--- config.mk ---
export PLATFORM = sky130hd
export DESIGN_NAME = deoxys_constants_gen_flat
export DESIGN_NICKNAME = d
export VERILOG_FILES = /design/src/rtl/deoxys_constants_if.sv /design/src/rtl/deoxys_constants_gen.sv /design/src/flat_wrapper.sv
export SDC_FILE = /design/constraint.sdc
export NUM_CORES = 1
export LEC_CHECK = 0
export CAP_MARGIN = 10
export CELL_PAD_IN_SITES_DETAIL_PLACEMENT = 1
export CELL_PAD_IN_SITES_GLOBAL_PLACEMENT = 1
export CORE_ASPECT_RATIO = 1.4
export CORE_MARGIN = 1
export CORE_UTILIZATION = 44
export DETAILED_ROUTE_END_ITERATION = 6
export HOLD_SLACK_MARGIN = 0.05
export PLACE_DENSITY = 0.95
export SYNTH_ARGS = -nofsm -noshare
export SYNTH_HDL_FRONTEND = slang
export SYNTH_SLANG_ARGS = --single-unit
export TNS_END_PERCENT = 20
--- constraint.sdc ---
create_clock -name clk -period 4.2 [get_ports clk]
set_clock_uncertainty 0.15 [all_clocks]
set_input_delay 0.84 -clock clk [delete_from_list [all_inputs] [get_ports clk]]
set_output_delay 0.84 -clock clk [all_outputs]
set_load 0.01 [all_outputs]
--- src/rtl/deoxys_constants_if.sv ---
// Handshake bundle between the Deoxys-BC round-constant generator and the
// tweakey/round datapath.
//   start, dir : sequence request and direction (0 = forward, 1 = reverse)
//   ready      : consumer accepts the current beat
//   valid      : a constant beat is on 'constant'
//   constant   : RNDS_PER_CLK lanes; lane i sits at bits [8i+7:8i]
//   last       : current beat is the final one of the sequence
//   busy       : generator is not idle
//   done       : one-cycle pulse after the final beat has been accepted
// master = datapath/controller side, slave = generator side.
interface deoxys_constants_if #(
    parameter int RNDS_PER_CLK = 1
) ();
    logic                      start;
    logic                      dir;
    logic                      ready;
    logic                      valid;
    logic [8*RNDS_PER_CLK-1:0] constant;
    logic                      last;
    logic                      busy;
    logic                      done;

    modport master (
        output start, dir, ready,
        input  valid, constant, last, busy, done
    );

    modport slave (
        input  start, dir, ready,
        output valid, constant, last, busy, done
    );
endinterface

--- src/rtl/deoxys_constants_gen.sv ---
// Deoxys-BC round-constant generator. Constants come from a GF(2^8) xtime
// LFSR (poly 0x11B, seed 0x2F). Forward runs emit indices 0..NUM_RNDS;
// reverse runs first wind the LFSR up to index NUM_RNDS and then walk it
// back with the inverse step, so decryption sees last round first.
// Ports:
//   clk, rst_n : clock, asynchronous active-low reset
//   cif        : deoxys_constants_if.slave (start/dir/ready in,
//                valid/constant/last/busy/done out)
//
// state | meaning
// ------+-----------------------------------------------------------
// IDLE  | waiting for start; base holds the seed
// WIND  | stepping base forward NUM_RNDS times ahead of a reverse run
// RUN   | presenting beats; base advances on each accepted beat
// DONE  | one-cycle done pulse, base reseeded
module deoxys_constants_gen #(
    parameter int NUM_RNDS     = 16,
    parameter int RNDS_PER_CLK = 1
) (
    input  logic                clk,
    input  logic                rst_n,
    deoxys_constants_if.slave   cif
);
    localparam logic [7:0] SEED   = 8'h2F;
    localparam int         BEATS  = (NUM_RNDS + RNDS_PER_CLK) / RNDS_PER_CLK;
    localparam int         CNT_W  = $clog2(NUM_RNDS + 2);
    localparam logic [CNT_W-1:0] BEAT_LAST = CNT_W'(BEATS - 1);
    localparam logic [CNT_W-1:0] WIND_LAST = CNT_W'((NUM_RNDS > 0) ? NUM_RNDS - 1 : 0);

    typedef enum logic [1:0] {IDLE, WIND, RUN, DONE} state_t;

    state_t           state_q, state_d;
    logic [7:0]       base_q, base_d;
    logic [CNT_W-1:0] cnt_q, cnt_d;
    logic             dir_q, dir_d;

    logic [7:0]                lane_val [0:RNDS_PER_CLK];
    logic [8*RNDS_PER_CLK-1:0] const_out;

    function automatic logic [7:0] step_fwd(input logic [7:0] x);
        return {x[6:0], 1'b0} ^ (x[7] ? 8'h1B : 8'h00);
    endfunction

    function automatic logic [7:0] step_rev(input logic [7:0] x);
        return x[0] ? (((x ^ 8'h1B) >> 1) | 8'h80) : (x >> 1);
    endfunction

    // Unrolled step chain; the extra element is the base for the next beat.
    always_comb begin
        lane_val[0] = base_q;
        for (int i = 1; i <= RNDS_PER_CLK; i++) begin
            lane_val[i] = dir_q ? step_rev(lane_val[i-1]) : step_fwd(lane_val[i-1]);
        end
    end

    // Lanes past the end of the sequence (final partial beat) read as zero.
    // The offset from the starting index is the same in both directions.
    always_comb begin
        const_out = '0;
        if (state_q == RUN) begin
            for (int i = 0; i < RNDS_PER_CLK; i++) begin
                if (int'(cnt_q) * RNDS_PER_CLK + i <= NUM_RNDS) begin
                    const_out[8*i +: 8] = lane_val[i];
                end
            end
        end
    end

    always_comb begin
        state_d = state_q;
        base_d  = base_q;
        cnt_d   = cnt_q;
        dir_d   = dir_q;
        case (state_q)
            IDLE: begin
                if (cif.start) begin
                    dir_d   = cif.dir;
                    base_d  = SEED;
                    cnt_d   = '0;
                    state_d = (cif.dir && NUM_RNDS > 0) ? WIND : RUN;
                end
            end
            WIND: begin
                base_d = step_fwd(base_q);
                cnt_d  = cnt_q + 1'b1;
                if (cnt_q == WIND_LAST) begin
                    cnt_d   = '0;
                    state_d = RUN;
                end
            end
            RUN: begin
                if (cif.ready) begin
                    base_d = lane_val[RNDS_PER_CLK];
                    cnt_d  = cnt_q + 1'b1;
                    if (cnt_q == BEAT_LAST) begin
                        state_d = DONE;
                    end
                end
            end
            DONE: begin
                base_d  = SEED;
                cnt_d   = '0;
                state_d = IDLE;
            end
            default: state_d = IDLE;
        endcase
    end

    always_ff @(posedge clk or negedge rst_n) begin
        if (!rst_n) begin
            state_q <= IDLE;
            base_q  <= SEED;
            cnt_q   <= '0;
            dir_q   <= 1'b0;
        end else begin
            state_q <= state_d;
            base_q  <= base_d;
            cnt_q   <= cnt_d;
            dir_q   <= dir_d;
        end
    end

    assign cif.valid    = (state_q == RUN);
    assign cif.last     = (state_q == RUN) && (cnt_q == BEAT_LAST);
    assign cif.busy     = (state_q != IDLE);
    assign cif.done     = (state_q == DONE);
    assign cif.constant = const_out;
endmodule

--- src/flat_wrapper.sv ---
// flat-port wrapper written by rule: the top's interface ports become plain ports
module deoxys_constants_gen_flat 
#(
    parameter int NUM_RNDS     = 16,
    parameter int RNDS_PER_CLK = 1
)
  (clk, rst_n, cif_start, cif_dir, cif_ready, cif_valid, cif_constant, cif_last, cif_busy, cif_done);
  deoxys_constants_if #(.RNDS_PER_CLK(RNDS_PER_CLK)) cif_i ();
  input  logic clk;
  input  logic rst_n;
  input wire logic [$bits(cif_i.start)-1:0] cif_start;
  input wire logic [$bits(cif_i.dir)-1:0] cif_dir;
  input wire logic [$bits(cif_i.ready)-1:0] cif_ready;
  output wire logic [$bits(cif_i.valid)-1:0] cif_valid;
  output wire logic [$bits(cif_i.constant)-1:0] cif_constant;
  output wire logic [$bits(cif_i.last)-1:0] cif_last;
  output wire logic [$bits(cif_i.busy)-1:0] cif_busy;
  output wire logic [$bits(cif_i.done)-1:0] cif_done;
  assign cif_i.start = cif_start;
  assign cif_i.dir = cif_dir;
  assign cif_i.ready = cif_ready;
  assign cif_valid = cif_i.valid;
  assign cif_constant = cif_i.constant;
  assign cif_last = cif_i.last;
  assign cif_busy = cif_i.busy;
  assign cif_done = cif_i.done;
  deoxys_constants_gen #(.NUM_RNDS(NUM_RNDS), .RNDS_PER_CLK(RNDS_PER_CLK)) u_core (.clk(clk), .rst_n(rst_n), .cif(cif_i));
endmodule
**Word level (Yosys, flattened, before mapping)**

Index checks and enable logic that the tools add are counted.

- Bits in registers: 16
- Latch bits: 0
- Memory bits (writable): 0
- Memory bits (read-only): 0
- Bits of input ports: 5
- Output and inout bits: 12
- Logic and storage cells: 41
- Memories kept: 0

- Add/sub/neg operators: 1
- Multipliers: 0
- Divide/modulo/power cells: 0
- Order comparisons: 1
- Eq/ne operators: 9
- Shift operators: 0
- Multiplexer cells: 18
- Bitwise operators: 2
- Reduce and logical (&&, ||, !) cells: 6

Operators by type and width:

| operator | count |
|---|---|
| $mux 8 | 6 |
| $pmux 8 s4 | 1 |
| $mux 5 | 4 |
| $pmux 5 s4 | 1 |
| $mux 2 | 5 |
| $pmux 2 s4 | 1 |
| $xor 8x8->8 | 1 |
| $add 5x1->5 const B | 1 |
| $eq 5x4->1 const B | 1 |
| $eq 5x5->1 const B | 1 |
| $le 5x5->1 const B | 1 |
| $eq 2x2->1 const B | 2 |
| $ne 2x1->1 const B | 2 |
| $ne 2x2->1 const B | 2 |
| $not 4->4 | 1 |
| $reduce_and 2->1 | 2 |
| $reduce_and 4->1 | 1 |
| $eq 2x1->1 const B | 1 |
| $logic_not 2->1 | 1 |
| $reduce_bool 2->1 | 1 |
| $logic_and 1x1->1 | 1 |

**Longest topological paths before layout**

Gate-level depths: netlist of run 1.

- Depth in word-level cells: 5
- Gate-level depth with buffers: 8
- Gate-level depth less buffers: 8

**Worst setup path before layout of run 1**

No wires, ideal clock.

- Path type: flip-flop to output port
- Start: reg u_core.state_q[0]
- End: out cif_constant[0]
- Arrival: 1.420 ns
- Required time: 3.210 ns
- Slack: 1.790 ns
- Stages on the path, launching flop included: 6
- Buffers on the path: 0
- Cell sequence: dfrtp_1 inv_1 ha_1 inv_2 nor2_1 and2_1

- Word-level cells in the longest chain between the ends: 2

RTL lines:

| item | line | source |
|---|---|---|
| start: declaration | deoxys_constants_gen.sv:32 | `state_t state_q, state_d;` |
| start signal: assignment | deoxys_constants_gen.sv:116 | `state_q <= state_d;` |
| $eq 2x2->1 | - |  |
| named net cif_valid | flat_wrapper.sv:14 | `output wire logic [$bits(cif_i.valid)-1:0] cif_valid;` |
| $mux 8 | deoxys_constants_gen.sv:60 | `if (state_q == RUN) begin` |
| end: declaration | flat_wrapper.sv:15 | `output wire logic [$bits(cif_i.constant)-1:0] cif_constant;` |

The timed path passes the listed nets, and every way through them passes these cells.

**Worst setup path after layout of run 1**

- Start: reg u_core.state_q[0]
- End: out cif_constant[1]

- Word-level cells in the longest chain between the ends: 2

RTL lines:

| item | line |
|---|---|
| $eq 2x2->1 | deoxys_constants_gen.sv:60 |
| $mux 8 | deoxys_constants_gen.sv:60 |

Every way passes these cells.

==> flow_summary.ini, run 1 <==
[cells_and_area]
fin_nets = 157
post-route-cell-area_sq_um = 1370
n_antenna_cell = 0
drive_gt1_share_pct = 14.1
syn2layout_area_growth_pct = 15.8
fillCellCount = 309

[placement]
place_congestion = 0.850
post_dp_cell_area_sq_um = 1340
dp_hpwl_microns = 2160
io_buffers = 16

[critical_path]
critPathMaxStageDelay_ps = 540
critPathCaptureType = output port
crit_fanout = 10
critPathKind = flop to output port
cp_data_arrival_time_ps = 2470
start_kind = flop
crit_slowest_cell = clkdlybuf4s50_1
cp.required_ps = 3210
crit_chain = inv_1 -> ha_1 -> inv_2 -> nor2_1 -> and2_1 -> clkdlybuf4s50_1

[route]
drt-wirelength-per-cell_microns = 15.9
drtPass1Iterations = 4
ant_nets = 0
wirelength_microns = 2790
vias = 979
drc = 0
vias_per_cell = 5.56
drt_iter0_drc = 18

[power]
peakVddDrop_v = 0.000344
powerDensity_nw_per_um2 = 790
leakage_nw = 0.564

[global_route]
antenna_found_initial = 0
grt_pass1_wl_microns = 4910
grt_max_degree = 17
grt_pass1_vias = 1070
overflow = 0
grtUsageTotal_pct = 22.7

[sta]
finalCriticalPeriod_ps = 3460
whs_ps = 399
rsz0062_at_grt = no
maxSlewHeadroom_pct = 51.1
setup_tns_ps = 0
max_freq_mhz = 289
post-route-period-util_pct = 82.5
worst_pin_slew_ps = 732
setup_violations = 0
hold_viol_final = 0
finalMaxSlewViolations = 0

[synth]
syn_nets = 142
seq_area_frac_synth_pct = 34.4
ys_warn_count = 0
syn_area_sq_um = 1180
ys_seq_elements = 16
syn_inst = 128
synth_edf_count = 0
async_reset_ff_share_pct = 100
postSynthAreaPerCell_sq_um = 9.25
synth_flop_cell = dfrtp_1
yosysUniqueCellTypes = 37

[clock_network]
insertion_delay_ps = 300
holdBufCountCts = 0
cts_root_buffer = clkbuf_4
cts_buffer_depth = 2
h-tree-depth = 1
cts_tree = built
clk_pin_slew_ps = 100
cts_resized = 0
cts_setup_buffers = 0
cts_buffers = 3
cts.sinks = 16

[floorplanning]
core_area_sq_um = 2470
die_area_sq_um = 2900
die_w_microns = 45.8
num_rows = 21
start_util_pct = 47.9
ios = 17
die_h_microns = 63.4

[outcome]
status = finished clean

[hold_path]
hold_class = flop to flop

[flow_run]
drv_cap = 0
cells in the final DEF (no fill, tap or decap), drive strengths merged:
master	synthesis	final
o21a	1	1
o22a	3	3
clkbuf	1	4
nand2b	1	1
nor3b	1	1
o21ai	9	9
inv	9	9
and2	8	8
nand2	16	16
ha	9	9
dfstp	5	5
clkdlybuf4s50	0	16
mux2	3	3
a211oi	3	3
a21oi	3	3
xor2	3	3
a22oi	1	1
nor2	11	11
a31oi	1	1
a21o	1	1
o22ai	2	2
a41oi	2	2
mux2i	4	4
or3	1	1
nor2b	1	1
a211o	1	1
o211ai	2	2
dfrtp	11	11
nand3	5	5
nor4	2	2
xnor2	3	3
worst max-delay path, delay by kind of cell (launching register included):
kind,cells,cell delay (ps)
buffers and inverters,3,850
AND/OR/NAND/NOR,2,570
flip-flops,1,410
adder cells (fa/ha/maj),1,360
final timing paths:
check	slack (ps)	startpoint	depth (start not counted)	to
setup / recovery	740	u_core.state_q[0]	6	cif_constant[1]
hold / removal	400	u_core.base_q[3]	2	u_core.base_q[3]
setup reg to reg	2160	u_core.cnt_q[0]	8	u_core.cnt_q[3]
hold reg to reg	400	u_core.base_q[3]	2	u_core.base_q[3]
max in group asynchronous	2620	rst_n	1	u_core.state_q[0]
min in group asynchronous	810	rst_n	1	u_core.base_q[6]
cells in the mapped netlist (all sizes together), types with 3 or more instances:
master | instances | area share, %
nand2 | 16 | 5.1
dfrtp | 11 | 23
nor2 | 11 | 3.5
ha | 9 | 9.5
inv | 9 | 2.9
o21ai | 9 | 3.8
and2 | 8 | 4.2
buf | 5 | 3.2
dfstp | 5 | 11
nand3 | 5 | 2.1
mux2i | 4 | 3.4
a211oi | 3 | 2.3
a21oi | 3 | 1.3
mux2 | 3 | 2.9
o22a | 3 | 3.0
xnor2 | 3 | 2.2
xor2 | 3 | 2.2
through the flow:
| step | util [%] | setup slack (ps) | cells | total power, W |
|---|---|---|---|---|
| 5_1_grt | 55.5 | 525 | 176 | 0.00117 |
| 4_1_cts | 55.5 | 696 | 176 | 0.00109 |
| 6_report | 55.5 | 737 | 176 | 0.00108 |
| 3_3_place_gp | 54.4 | 1120 | 172 | 0.000961 |
| 2_1_floorplan | - | 1790 | 128 | 0.000800 |
| 3_5_place_dp | 54.4 | 1030 | 172 | 0.00100 |
layout make-up:
| class | instances | area, sq um | share of cell area, % |
|---|---|---|---|
| multi-input combinational | 97 | 701 | 51.1 |
| timing repair buffer | 16 | 160 | 11.7 |
| tap | 34 | 42.5 | 3.11 |
| inverter | 9 | 33.8 | 2.47 |
| clock buffer | 4 | 26.3 | 1.92 |
| sequential | 16 | 407 | 29.7 |
report_power, final:
group / switching, W / leakage, nW / internal (W)
logic: 0.000359 / 0.352 / 0.000315
registers: 0.0000876 / 0.198 / 0.000231
clock network: 0.0000529 / 0.0150 / 0.0000370
sequential cells by signal, indices dropped and copies added (netlist names):
name / cells
u_core.state_q: 2
u_core.cnt_q: 5
u_core.base_q: 8
u_core.dir_q: 1
cell families (layout without fill, tap and decap cells):
| kind of cell | Yosys count | after routing | synth area share (%) |
|---|---|---|---|
| AND/OR/NAND/NOR | 46 | 46 | 19.2 |
| AO/OA/AOI/OAI | 29 | 29 | 19.8 |
| flip-flops | 16 | 16 | 34.4 |
| buffers and inverters | 15 | 29 | 6.45 |
| adder cells (fa/ha/maj) | 9 | 9 | 9.51 |
| multiplexers | 7 | 7 | 6.24 |
| XOR/XNOR | 6 | 6 | 4.44 |
routing by layer:
layer	GRT usage [%]	part of all wire, %	up-vias
met5	0	0	-
met4	5.51	1.2	0
met3	2.58	1.2	4
met2	42.7	56	12
met1	25.4	41	494
li1	-	-	469
Power figures use the tool's default switching activity.
==> run 2, diff against run 1 <==
Settings changed: CORE_UTILIZATION 44 to 41, PLACE_DENSITY 0.95 to 0.9.
Clock period 4.2 ns to 3.58 ns, I/O delays scaled along.
==> flow_summary.ini, run 2 (synthesis results as in run 1) <==
[cells_and_area]
drive_gt1_share_pct = 14.1
top_register = u_core.base_q
multi_input_area_sq_um = 701
layout_top_registers = u_core.base_q (8), u_core.cnt_q (5), u_core.state_q (2)
largest_reg_flops = 8
fin_cells = 178
fin_nets = 157
fillCellCount = 325
mostFrequentLayoutCells = nand2_1 (16), clkdlybuf4s50_1 (16), nor2_1 (11), dfrtp_1 (11), ha_1 (9)
n_antenna_cell = 0
syn2layout_area_growth_pct = 16.0
regArea_sq_um = 407

[clock_network]
cts_setup_buffers = 0
cts_tree = built
cts_root_buffer = clkbuf_4
insertion_delay_ps = 290
cts.sinks = 16
clk_pin_slew_ps = 100
cts_resized = 0
cts_buffer_depth = 2
cts_buffers = 3
h-tree-depth = 1
holdBufCountCts = 0

[route]
ant_nets = 0
vias = 967
drtPass1Iterations = 3
drc = 0
wirelength_microns = 2850
drt-wirelength-per-cell_microns = 16.0
drt_iter0_drc = 16
vias_per_cell = 5.43

[floorplanning]
ios = 17
die_h_microns = 65.6
num_rows = 22
core_area_sq_um = 2670
start_util_pct = 44.3
die_area_sq_um = 3110
die_w_microns = 47.4

[sta]
setup_tns_ps = 0
setup_violations = 0
worst_pin_slew_ps = 731
setup_ws_ps = 334
hold_viol_final = 0
finalCriticalPeriod_ps = 3250
finalMaxSlewViolations = 0
max_freq_mhz = 308
rsz0062_at_grt = no
post-route-period-util_pct = 90.7
maxSlewHeadroom_pct = 51.1

[global_route]
grt_pass1_vias = 1046
grtUsageTotal_pct = 21.8
grt_pass1_wl_microns = 4810
overflow = 0
grt_max_degree = 17
antenna_found_initial = 0

[critical_path]
crit_slowest_cell = clkdlybuf4s50_1
critPathMaxStageDelay_ps = 530
cp_data_arrival_time_ps = 2380
crit_fanout = 10
cp.required_ps = 2710
critPathKind = flop to output port
start_kind = flop
critPathCaptureType = output port
crit_chain = inv_1 -> ha_1 -> inv_2 -> nor2_1 -> and2_1 -> clkdlybuf4s50_1

[power]
power_w = 0.00128
leakage_nw = 0.564
peakVddDrop_v = 0.000536
powerDensity_nw_per_um2 = 931

[placement]
dp_cells = 174
place_ws_ps = 634
place_congestion = 0.799
io_buffers = 16
dp_hpwl_microns = 2220

[hold_path]
hold_class = flop to flop

[outcome]
status = finished clean

[flow_run]
drv_cap = 0
[run 2: cell counts in the layout (fill, tap and decap cells not counted)]
No cell type changed its count.
[run 2: layout make-up]
| cell class | instances | area share [%] |
|---|---|---|
| inverters | 9 | 2.46 |
| clock buffers | 4 | 1.91 |
| repair buffers | 16 | 11.7 |
| well taps | 36 | 3.28 |
| flip-flops and latches | 16 | 29.6 |
| multi-input cells | 97 | 51.0 |
[run 2: path summary, 6_finish.rpt]
| check | to | slack, ps | startpoint | depth (start not counted) |
|---|---|---|---|---|
| min in group asynchronous | u_core.base_q[7] | 700 | rst_n | 1 |
| worst max-delay path | cif_constant[5] | 330 | u_core.state_q[0] | 6 |
| worst max register to register | u_core.cnt_q[3] | 1500 | u_core.cnt_q[0] | 8 |
| worst min-delay path | u_core.base_q[5] | 420 | u_core.base_q[5] | 2 |
| max in group asynchronous | u_core.cnt_q[3] | 2120 | rst_n | 1 |
| worst min register to register | u_core.base_q[5] | 420 | u_core.base_q[5] | 2 |
[run 2: worst max-delay path, delay by kind of cell, from the launching register on]
kind	cells	cell delay, ps
buf+inv	3	840
flops	1	410
simple gates	2	490
fa+ha+maj	1	350
[run 2: per-stage QoR]
stage	area [sq um]	utilization, %	hold slack [ps]
global route	1370	51.4	461
global placement	1350	50.4	377
detailed placement	1350	50.4	411
finish	1370	51.4	423
CTS	1370	51.4	426
floorplan	1180	-	270
[run 2: layer usage]
layer | wire length, microns | track usage (%) | up-vias
li1 | - | - | 465
met1 | 1170 | 24.9 | 471
met2 | 1490 | 37.2 | 23
met3 | 110 | 4.12 | 8
met4 | 83 | 9.64 | 0
met5 | 0 | 0 | -
[run 2: power by group]
part	internal (W)	switching, W
logic	0.000370	0.000425
registers	0.000271	0.000107
clock network	0.0000433	0.0000600
total	0.000684	0.000593
